--- src/rtl/m_mem_access_ctrl.sv ---
// M-stage load/store initiator: checks alignment/range, issues one word request over req/ack,
// returns extended load data. Optional store trace is enabled by defining MEM_TRACE_EN.
module m_mem_access_ctrl #(
  parameter logic [31:0] ADDR_LIMIT     = 32'h0000_3000,
  parameter int unsigned TIMEOUT_CYCLES = 16
) (
  input  logic        clk,
  input  logic        reset,
  input  logic        op_valid,
  input  logic [3:0]  mem_op,
  input  logic [31:0] addr,
  input  logic [31:0] wdata,
  input  logic [31:0] pc,
  output logic        stall,
  output logic [31:0] rdata,
  output logic        rdata_valid,
  output logic        adel,
  output logic        ades,
  output logic        bus_err,
  output logic        bus_req,
  output logic        bus_we,
  output logic [3:0]  bus_be,
  output logic [31:0] bus_addr,
  output logic [31:0] bus_wdata,
  input  logic        bus_ack,
  input  logic [31:0] bus_rdata
);

  localparam int unsigned CntW = (TIMEOUT_CYCLES > 1) ? $clog2(TIMEOUT_CYCLES) : 1;
  localparam logic [CntW-1:0] CntMax = CntW'(TIMEOUT_CYCLES - 1);

  localparam logic [3:0] OpLw  = 4'd1;
  localparam logic [3:0] OpLh  = 4'd2;
  localparam logic [3:0] OpLhu = 4'd3;
  localparam logic [3:0] OpLb  = 4'd4;
  localparam logic [3:0] OpLbu = 4'd5;
  localparam logic [3:0] OpSw  = 4'd6;
  localparam logic [3:0] OpSh  = 4'd7;
  localparam logic [3:0] OpSb  = 4'd8;

  typedef enum logic [1:0] {StIdle, StReq, StDone} state_e;

  state_e          state_q;
  logic [CntW-1:0] cnt_q;
  logic [3:0]      op_q;
  logic [1:0]      lo_q;

  logic        is_load, is_store, misaligned, in_range, issue;
  logic [3:0]  be_d;
  logic [31:0] wdata_d;
  logic [31:0] load_data;
  logic [7:0]  byte_sel;
  logic [15:0] half_sel;

  always_comb begin
    is_load    = (mem_op >= OpLw) && (mem_op <= OpLbu);
    is_store   = (mem_op >= OpSw) && (mem_op <= OpSb);
    misaligned = 1'b0;
    unique case (mem_op)
      OpLw, OpSw:        misaligned = (addr[1:0] != 2'b00);
      OpLh, OpLhu, OpSh: misaligned = addr[0];
      default:           misaligned = 1'b0;
    endcase
    in_range = (addr < ADDR_LIMIT);
    issue    = (state_q == StIdle) && op_valid && (is_load || is_store) && !misaligned && in_range;
    adel     = (state_q == StIdle) && op_valid && is_load && (misaligned || !in_range);
    ades     = (state_q == StIdle) && op_valid && is_store && (misaligned || !in_range);
    stall    = issue || (state_q == StReq);
  end

  // Store lane steering; loads always read the full word.
  always_comb begin
    be_d    = 4'b1111;
    wdata_d = 32'h0;
    unique case (mem_op)
      OpSw: wdata_d = wdata;
      OpSh: begin
        be_d    = addr[1] ? 4'b1100 : 4'b0011;
        wdata_d = {2{wdata[15:0]}};
      end
      OpSb: begin
        be_d    = 4'b0001 << addr[1:0];
        wdata_d = {4{wdata[7:0]}};
      end
      default: begin
        be_d    = 4'b1111;
        wdata_d = 32'h0;
      end
    endcase
  end

  always_comb begin
    byte_sel  = bus_rdata[{lo_q, 3'b000} +: 8];
    half_sel  = bus_rdata[{lo_q[1], 4'b0000} +: 16];
    load_data = 32'h0;
    unique case (op_q)
      OpLw:    load_data = bus_rdata;
      OpLh:    load_data = {{16{half_sel[15]}}, half_sel};
      OpLhu:   load_data = {16'h0, half_sel};
      OpLb:    load_data = {{24{byte_sel[7]}}, byte_sel};
      OpLbu:   load_data = {24'h0, byte_sel};
      default: load_data = 32'h0;
    endcase
  end

`ifdef MEM_TRACE_EN
  logic [31:0] pc_q;
  logic [31:0] be_mask;
  assign be_mask = {{8{bus_be[3]}}, {8{bus_be[2]}}, {8{bus_be[1]}}, {8{bus_be[0]}}};

  always_ff @(posedge clk) begin
    if (reset) begin
      pc_q <= 32'h0;
    end else if (issue) begin
      pc_q <= pc;
    end
  end

  always_ff @(posedge clk) begin
    if (!reset && (state_q == StReq) && bus_ack && bus_we) begin
      $display("%d@%08h: *%08h <= %08h", $time, pc_q, bus_addr, bus_wdata & be_mask);
    end
  end
`else
  logic unused_pc;
  assign unused_pc = ^pc;
`endif

  always_ff @(posedge clk) begin
    if (reset) begin
      state_q     <= StIdle;
      cnt_q       <= '0;
      op_q        <= 4'h0;
      lo_q        <= 2'b00;
      bus_req     <= 1'b0;
      bus_we      <= 1'b0;
      bus_be      <= 4'h0;
      bus_addr    <= 32'h0;
      bus_wdata   <= 32'h0;
      rdata       <= 32'h0;
      rdata_valid <= 1'b0;
      bus_err     <= 1'b0;
    end else begin
      rdata_valid <= 1'b0;
      bus_err     <= 1'b0;
      unique case (state_q)
        StIdle: begin
          if (issue) begin
            state_q   <= StReq;
            cnt_q     <= '0;
            op_q      <= mem_op;
            lo_q      <= addr[1:0];
            bus_req   <= 1'b1;
            bus_we    <= is_store;
            bus_be    <= be_d;
            bus_addr  <= {addr[31:2], 2'b00};
            bus_wdata <= wdata_d;
          end
        end
        StReq: begin
          if (bus_ack) begin
            state_q     <= StDone;
            bus_req     <= 1'b0;
            rdata       <= load_data;
            rdata_valid <= 1'b1;
          end else if (cnt_q == CntMax) begin
            state_q     <= StDone;
            bus_req     <= 1'b0;
            rdata       <= 32'h0;
            rdata_valid <= 1'b1;
            bus_err     <= 1'b1;
          end else begin
            cnt_q <= cnt_q + CntW'(1);
          end
        end
        StDone:  state_q <= StIdle;
        default: state_q <= StIdle;
      endcase
    end
  end

endmodule

--- config.mk ---
export PLATFORM = sky130hd
export DESIGN_NAME = m_mem_access_ctrl
export DESIGN_NICKNAME = d
export VERILOG_FILES = /design/src/rtl/m_mem_access_ctrl.sv
export SDC_FILE = /design/constraint.sdc
export NUM_CORES = 1
export LEC_CHECK = 0
export CAP_MARGIN = 5
export CELL_PAD_IN_SITES_DETAIL_PLACEMENT = 1
export CELL_PAD_IN_SITES_GLOBAL_PLACEMENT = 1
export CORE_MARGIN = 5
export CORE_UTILIZATION = 31
export DETAILED_ROUTE_END_ITERATION = 16
export PLACE_DENSITY_LB_ADDON = 0.3
export SLEW_MARGIN = 20
export SYNTH_ARGS = -nofsm -noshare
export SYNTH_HDL_FRONTEND = slang
export SYNTH_SLANG_ARGS = --single-unit
--- constraint.sdc ---
create_clock -name clk -period 3.5 [get_ports clk]
set_input_delay 0.7 -clock clk [delete_from_list [all_inputs] [get_ports clk]]
set_output_delay 0.7 -clock clk [all_outputs]
set_load 0.02 [all_outputs]
==> run metrics, run 1 <==
status completed; Chip Width 135 um; register area 2280 um2; Final TNS setup 0 ps; Post-synth EDFFs 0; GP Congestion 0.808; WHS 453 ps; Die Area 18100 um2; FF+latch count, synth 114; pin count of the biggest net entering global routing 44; Reg2Reg Launch Point state_q[1]; commonest non-fill, non-tap cell in the layout clkdlybuf4s50_1; Residual DRC 0; Worst Clk Skew 7.99 ps; Synth async-reset ratio 0%; CP Launch Type input port; Final period util 94.0%; min-delay src bus_addr[14]; via density per instance 5.19; Root Driver clkbuf_16; Worst-path clk slew 60 ps; Clock Latency Late Sink 420 ps; minimum clock period 3290 ps; Antenna Cells 0; first-pass GRT wire length 28100 um; Post-Route WL 17700 um; RSZ-0062 raised after global routing false; Num CTS Buffers 17; Final #Nets 877; GR Util All Layers 19.6%; Final Hold Violating Endpoints 0; max cap viols 0; PortBufs 208; Setup CP Type in2out; most frequent cells in the layout clkdlybuf4s50_1, dfxtp_1, nand2_1, a21oi_1, o21ai_0; maximum vdd drop 0.329 mV; crit path max fanout 4; leakage 0.00277 uW; Core ar. 15200 um2; die height 135 um; worst hold path class reg2reg; First DRT Iteration DRCs 275; Worst Tran Pin Value 1050 ps; Starting Density 31.6%; Overflow after GRT 0; share of cells above drive strength 1 12.5%; via count 4884; final setup margin 212 ps; hold_buf cts 0; Post-Place Worst Slack -242 ps; router iterations before antenna repair 6; Area after DPL 7170 um2; Avg WL per Cell 18.8 um; Synth Instances 524; Power per Cell Area 426 nW/um2; Area Growth Syn to Fin 62.4%; fillers 1704; Relative slew margins 29.6%; HPWL Detailed 13300 um; final setup vio count 0; # IOs 243; WP data arrival 2590 ps; FMAX 0.304 GHz; Finished Cell Area 7810 um2; origin of the worst setup path mem_op[1]; mapped cell area 4810 um2; CTS tree yes; Clock Tree Buf Depth 2; vias in the first global route 5419; initial antenna violation count 0; syn avg cell area 9.18 um2; CP Data Required Time 2800 ps; Multi-input gate area 2370 um2; final core utilization 51.4%; Netlist cell types 51; Clock Sinks 114; H-tree Lvls 4; Worst setup EP type output pin; Seq/Total Area, Yosys 47.5%; ANT nets after route 0; Final Max Tran Viols 0; row count 45; most common flop cell mapped by yosys dfxtp_1; YS warnings 0
## Yosys cell counts (all sizes together), types with 2 or more instances
| cell type | number | area [um2] |
|---|---|---|
| nor3b | 3 | 22.5 |
| a21oi | 42 | 210 |
| a211oi | 3 | 22.5 |
| nand4 | 2 | 12.5 |
| and2 | 35 | 219 |
| o2bb2ai | 16 | 215 |
| mux2i | 8 | 80.1 |
| nor2 | 17 | 63.8 |
| or4 | 2 | 15.0 |
| a221oi | 8 | 70.1 |
| o31ai | 2 | 20.0 |
| nor2b | 5 | 31.3 |
| nand3 | 2 | 10.0 |
| a22o | 16 | 140 |
| nor3 | 14 | 75.1 |
| a22oi | 16 | 120 |
| nor4b | 2 | 17.5 |
| mux2 | 8 | 90.1 |
| nor4 | 7 | 56.3 |
| a21o | 3 | 22.5 |
| buf | 17 | 118 |
| o21ai | 41 | 205 |
| dfxtp | 114 | 2280 |
| nand2 | 87 | 327 |
| clkbuf | 23 | 86.3 |
| nand2b | 3 | 18.8 |
| nand4b | 2 | 17.5 |
| and3b | 3 | 26.3 |
| a222oi | 8 | 80.1 |
| nand3b | 3 | 22.5 |
## path summary, 6_finish.rpt
check / endpoint / slack, ps / cells after the start
setup / recovery: adel / 210 / 6
hold / removal: bus_addr[14] / 450 / 1
setup reg to reg: bus_wdata[8] / 1160 / 8
hold reg to reg: bus_addr[14] / 450 / 1
## power by group
group	switching, uW	total, uW	internal [uW]	leakage (uW)
clock network	635	1790	1150	0.000295
logic	102	242	140	0.00156
registers	0.000259	1300	1300	0.000918
## state kept, by name, summed over array words and instances (netlist names), 2 cells and up
register and count:
lo_q 2, bus_wdata 32, bus_be 4, bus_addr 30, op_q 4, cnt_q 4, rdata 32, state_q 2
## per-stage QoR
step,cells,power (uW)
after detailed placement,908,1570
final,941,3330
after global placement,908,1560
after CTS,941,3360
after global routing,941,3440
after floorplan,525,1400
## cells by family (layout without fill, tap and decap cells)
| logic type | Yosys count | after routing | share of synthesized area (%) |
|---|---|---|---|
| xor gates and xnor gates | 2 | 2 | 0.364 |
| muxes | 17 | 17 | 4.01 |
| other | 1 | 2 | 0.0780 |
| AOI/OAI and AO/OA | 159 | 159 | 23.7 |
| DFF | 114 | 114 | 47.5 |
| buffers and inverters | 40 | 268 | 4.24 |
| and+or+nand+nor | 190 | 190 | 19.9 |
| adders and majority gates | 1 | 1 | 0.260 |
## timing repair
item,CTS,global route
setup endpoints to repair,3,2
resized for setup,2,6
endpoints found under the hold margin,0,0
setup buffers,1,0
pin swaps,1,0
## per-layer routing
layer,track usage [%],wire [um],vias to the layer above
met3,8.20,1540,25
met2,34.2,8900,170
li1,-,-,2330
met5,0,0,-
met4,7.47,357,0
met1,21.1,6870,2359
## critical path: stages
cell and delay (ps):
clkdlybuf4s50_1 470, o21a_1 230, nor4_2 300, o31ai_2 140
a2111oi_0 340, dlygate4sd2_1 410
## layout make-up
type,count,area share (%)
timing repair buffer,236,29.6
multi-input combinational,371,30.4
sequential,114,29.2
clock buffer,19,5.80
tap,188,3.01
clock inverter,13,2.04
(Power assumes the default switching activity.)
==> run 2, diff against run 1 <==
--- a/config.mk
+++ b/config.mk
@@ -9,8 +9,9 @@
 export CELL_PAD_IN_SITES_DETAIL_PLACEMENT = 1
 export CELL_PAD_IN_SITES_GLOBAL_PLACEMENT = 1
 export CORE_MARGIN = 5
-export CORE_UTILIZATION = 31
+export CORE_UTILIZATION = 29
 export DETAILED_ROUTE_END_ITERATION = 16
+export MAX_ROUTING_LAYER = met4
 export PLACE_DENSITY_LB_ADDON = 0.3
 export SLEW_MARGIN = 20
 export SYNTH_ARGS = -nofsm -noshare
==> constraint.sdc (replaced) <==
create_clock -name clk -period 3.3 [get_ports clk]
set_input_delay 0.66 -clock clk [delete_from_list [all_inputs] [get_ports clk]]
set_output_delay 0.66 -clock clk [all_outputs]
set_load 0.02 [all_outputs]
==> run 2 against run 1 <==
Effect of this change:
- critical path depth increased by 1
- global-route usage grew 0.084 points
- register-to-register slack got worse by 370 ps
- critical path type unchanged
- combinational power up 10%
- highest routed layer unchanged
- routed wire length up 5.0%
- utilization fell by 2.6 points
- clock power rose by 16%
==> run metrics, run 2 (synthesized netlist as in run 1, its figures left out) <==
total power 3720 uW; pin count of the biggest net entering global routing 52; # IOs 243; max cap viols 0; ANT nets after route 0; Reg2Reg Launch Point lo_q[1]; WP data arrival 2550 ps; Post-Route WL 18600 um; die height 139 um; min-delay src rdata[3]; initial antenna violation count 0; Overflow after GRT 0; Area Growth Syn to Fin 66.3%; GR Util All Layers 19.7%; Worst-path clk slew 50 ps; Hold Path Depth 2; Final Max Tran Viols 0; HPWL Detailed 14000 um; minimum clock period 3210 ps; Reg2Reg Setup Slack 790 ps; final setup margin 86.3 ps; RSZ-0062 raised after global routing false; worst hold path class reg2reg; maximum vdd drop 0.346 mV; Setup CP Type in2out; Chip Width 139 um; Area after DPL 7280 um2; status completed; Power per Cell Area 466 nW/um2; share of cells above drive strength 1 13.8%; RR Endpoint rdata[18]; Relative slew margins 33.8%; final setup vio count 0; Core ar. 16400 um2; most frequent cells in the layout clkdlybuf4s50_1, dfxtp_1, nand2_1, a21oi_1, o21ai_0; Antenna Cells 0; via count 4912; row count 47; FMAX 0.311 GHz; Regs by FF count bus_wdata x32, rdata x32, bus_addr x30; vias in the first global route 5500; Clock Sinks 114; Worst setup EP type output pin; crit path max fanout 4; CP Data Required Time 2640 ps; Root Driver clkbuf_16; first-pass GRT wire length 29700 um; Avg WL per Cell 18.9 um; CP Launch Type input port; CTS tree yes; Final Hold Violating Endpoints 0; Worst Tran Pin Value 991 ps; Die Area 19300 um2; PortBufs 208; Reg2Reg Depth 6; via density per instance 5.01; hold-critical path endpoint rdata[3]; First DRT Iteration DRCs 250; Worst Clk Skew 8.41 ps; H-tree Lvls 4; commonest non-fill, non-tap cell in the layout clkdlybuf4s50_1; Num CTS Buffers 17; Clock Tree Buf Depth 2; router iterations before antenna repair 4; Final period util 97.4%; Clock Latency Late Sink 410 ps; Post-Place Worst Slack -392 ps; leakage 0.00284 uW; Final #Nets 885; Finished Cell Area 8000 um2; GP Congestion 0.897; Starting Density 29.3%; Residual DRC 0
[run 2: repair_timing]
item / 4_1_cts / 5_1_grt
gates resized for setup: 7 / 7
setup endpoints to repair: 3 / 2
hold buffers: 0 / 0
buffers inserted: 0 / 1
pin swaps: 0 / 3
[run 2: layout make-up]
| type | instances | area [um2] |
|---|---|---|
| Clock buffer | 18 | 429 |
| Clock inverter | 14 | 234 |
| Fill cell | 1797 | 8410 |
| Multi-Input combinational cell | 371 | 2400 |
| Sequential cell | 114 | 2280 |
| Tap cell | 220 | 275 |
| Timing Repair Buffer | 244 | 2380 |
[run 2: through the flow]
| step | hold slack (ps) | TNS, ps | utilization (%) | cells |
|---|---|---|---|---|
| floorplan | 446 | 0 | - | 525 |
| detailed placement | 444 | -974 | 44.4 | 948 |
| finish | 452 | 0 | 48.7 | 981 |
| global route | 478 | 0 | 48.7 | 981 |
| global placement | 439 | -1350 | 44.4 | 948 |
| CTS | 456 | 0 | 48.5 | 980 |
[run 2: worst max-delay path by stage]
stage	from	end	slack [ps]	depth (start not counted)
2_1_floorplan	mem_op[1]	adel	3	5
3_3_place_gp	mem_op[1]	adel	-330	7
3_5_place_dp	mem_op[1]	adel	-390	7
4_1_cts	mem_op[1]	adel	7	7
5_1_grt	addr[24]	stall	8	7
6_report	addr[24]	stall	90	7
[run 2: routing by layer]
| layer | part of all wire [%] | track usage (%) | vias to the layer above |
|---|---|---|---|
| li1 | - | - | 2346 |
| met1 | 41 | 21.5 | 2387 |
| met2 | 51 | 33.2 | 162 |
| met3 | 7.3 | 7.69 | 17 |
| met4 | 1.1 | 5.92 | 0 |
| met5 | 0 | - | - |
[run 2: critical path: stages]
cell and delay, ps:
clkdlybuf4s50_1 420, nor4_2 330, o211ai_1 180, buf_4 180
or4_4 520, nand2_1 110, buf_4 160
[run 2: power breakdown]
part	switching (uW)	internal (uW)	leakage, uW
Clock	664	1420	0.000324
Combinational	115	152	0.00160
Sequential	0.000275	1380	0.000918
Total	779	2940	0.00284
==> run 3, diff against run 2 <==
--- a/config.mk
+++ b/config.mk
@@ -13,6 +13,7 @@
 export DETAILED_ROUTE_END_ITERATION = 16
 export MAX_ROUTING_LAYER = met4
 export PLACE_DENSITY_LB_ADDON = 0.3
+export SKIP_LAST_GASP = 1
 export SLEW_MARGIN = 20
 export SYNTH_ARGS = -nofsm -noshare
 export SYNTH_HDL_FRONTEND = slang
==> run 3 against run 2 <==
Effect of this change:
- final cell count unchanged
- utilization about the same
- critical path depth unchanged
- critical endpoint unchanged
- maximum frequency increased by 0.36%
- via count increased by 0.22%
- largest power group unchanged
- worst setup slack improved by 12 ps
- routed wire length about the same
- non-clock buffer count unchanged
- cell area about the same
- count of clock-buffer cells in the layout unchanged
==> run metrics, run 3 (synthesized netlist as in run 1, its figures left out) <==
GR Util All Layers 19.7%; total power 3720 uW; share of cells above drive strength 1 13.7%; Setup CP Type in2out; Core ar. 16400 um2; Final Max Tran Viols 0; Residual DRC 0; CP Data Required Time 2640 ps; Worst-path clk slew 50 ps; most frequent cells in the layout clkdlybuf4s50_1, dfxtp_1, nand2_1, a21oi_1, o21ai_0; Overflow after GRT 0; status completed; # IOs 243; final core utilization 48.7%; Regs by FF count bus_wdata x32, rdata x32, bus_addr x30; Post-Route WL 18600 um; Avg WL per Cell 18.9 um; Clock Sinks 114; die height 139 um; via density per instance 5.02; RSZ-0062 raised after global routing true; HPWL Detailed 14000 um; PortBufs 208; total placed cells including tap cells 948; RR Endpoint rdata[18]; crit path max fanout 16; Reg2Reg Depth 6; minimum clock period 3200 ps; via count 4923; Worst Tran Pin Value 978 ps; Num CTS Buffers 17; Chip Width 139 um; CTS tree yes; Non-Filler Instances 981; Antenna Cells 0; vias in the first global route 5500; maximum vdd drop 0.346 mV; initial antenna violation count 0; hold-critical path endpoint rdata[3]; Finished Cell Area 7990 um2; Reg2Reg Setup Slack 800 ps; Area after DPL 7280 um2; Final Hold Violating Endpoints 0; first-pass GRT wire length 29700 um; H-tree Lvls 4; GP Congestion 0.897; Worst Clk Skew 8.41 ps; Final #Nets 885; final setup vio count 0; max cap viols 0; row count 47; Final period util 97.0%; Clock Tree Buf Depth 2; Hold Path Depth 2; Power per Cell Area 466 nW/um2; WP data arrival 2540 ps; Area Growth Syn to Fin 66.2%; router iterations before antenna repair 6; commonest non-fill, non-tap cell in the layout clkdlybuf4s50_1; Reg2Reg Launch Point lo_q[1]; Relative slew margins 34.6%; First DRT Iteration DRCs 228; worst hold path class reg2reg; Clock Latency Late Sink 410 ps; pin count of the biggest net entering global routing 52; leakage 0.00284 uW; Die Area 19300 um2; Root Driver clkbuf_16; min-delay src rdata[3]; Starting Density 29.3%; Worst setup EP type output pin; ANT nets after route 0; CP Launch Type input port; FMAX 0.312 GHz
==> run 3: cell counts in the layout (fill, tap and decap cells not counted) <==
Identical to the previous run, type by type.
==> run 3: layout make-up <==
class,count,area [um2]
clock buffer,18,429
clock inverter,14,234
fill,1798,8420
multi-input combinational,371,2390
sequential,114,2280
tap,220,275
timing repair buffer,244,2380
==> run 3: worst max-delay path: stages <==
cell and delay [ps]:
clkdlybuf4s50_1 460, buf_4 240, o31ai_4 270, nand2_1 80
or4_4 560, nand2_1 110, buf_4 160
==> run 3: metal layers <==
layer  vias to the layer above  wire (um)  track usage (%)
li1                       2345          -                -
met1                      2387       7560             21.5
met2                       172       9400             33.2
met3                        19       1370             7.69
met4                         0        241             5.92
met5                         -          0                -
==> run 3: worst max-delay path by stage <==
stage,startpoint,cells past startpoint,end
floorplan,mem_op[1],5,adel
global placement,mem_op[1],7,adel
detailed placement,mem_op[1],7,adel
CTS,mem_op[1],7,adel
global route,addr[14],7,ades
finish,mem_op[0],7,stall
==> run 3: where the power goes <==
group	internal (uW)	switching [uW]	leakage, uW
Clock	1420	662	0.000324
Sequential	1380	0.000275	0.000918
Combinational	152	115	0.00160
Total	2940	776	0.00284
==> run 3: timing repair <==
item / CTS / global route
setup endpoints to repair: 3 / 2
setup buffers: 0 / 1
resized for setup: 7 / 6
pin swaps: 0 / 3
hold buffers: 0 / 0
==> run 3: per-stage QoR <==
stage | setup TNS, ps | setup WS, ps | hold slack, ps
final | 0 | 97.9 | 452
after floorplan | 0 | 2.88 | 446
after global placement | -1350 | -329 | 439
after detailed placement | -974 | -392 | 444
after CTS | 0 | 7.19 | 456
after global routing | -31.4 | -31.4 | 478
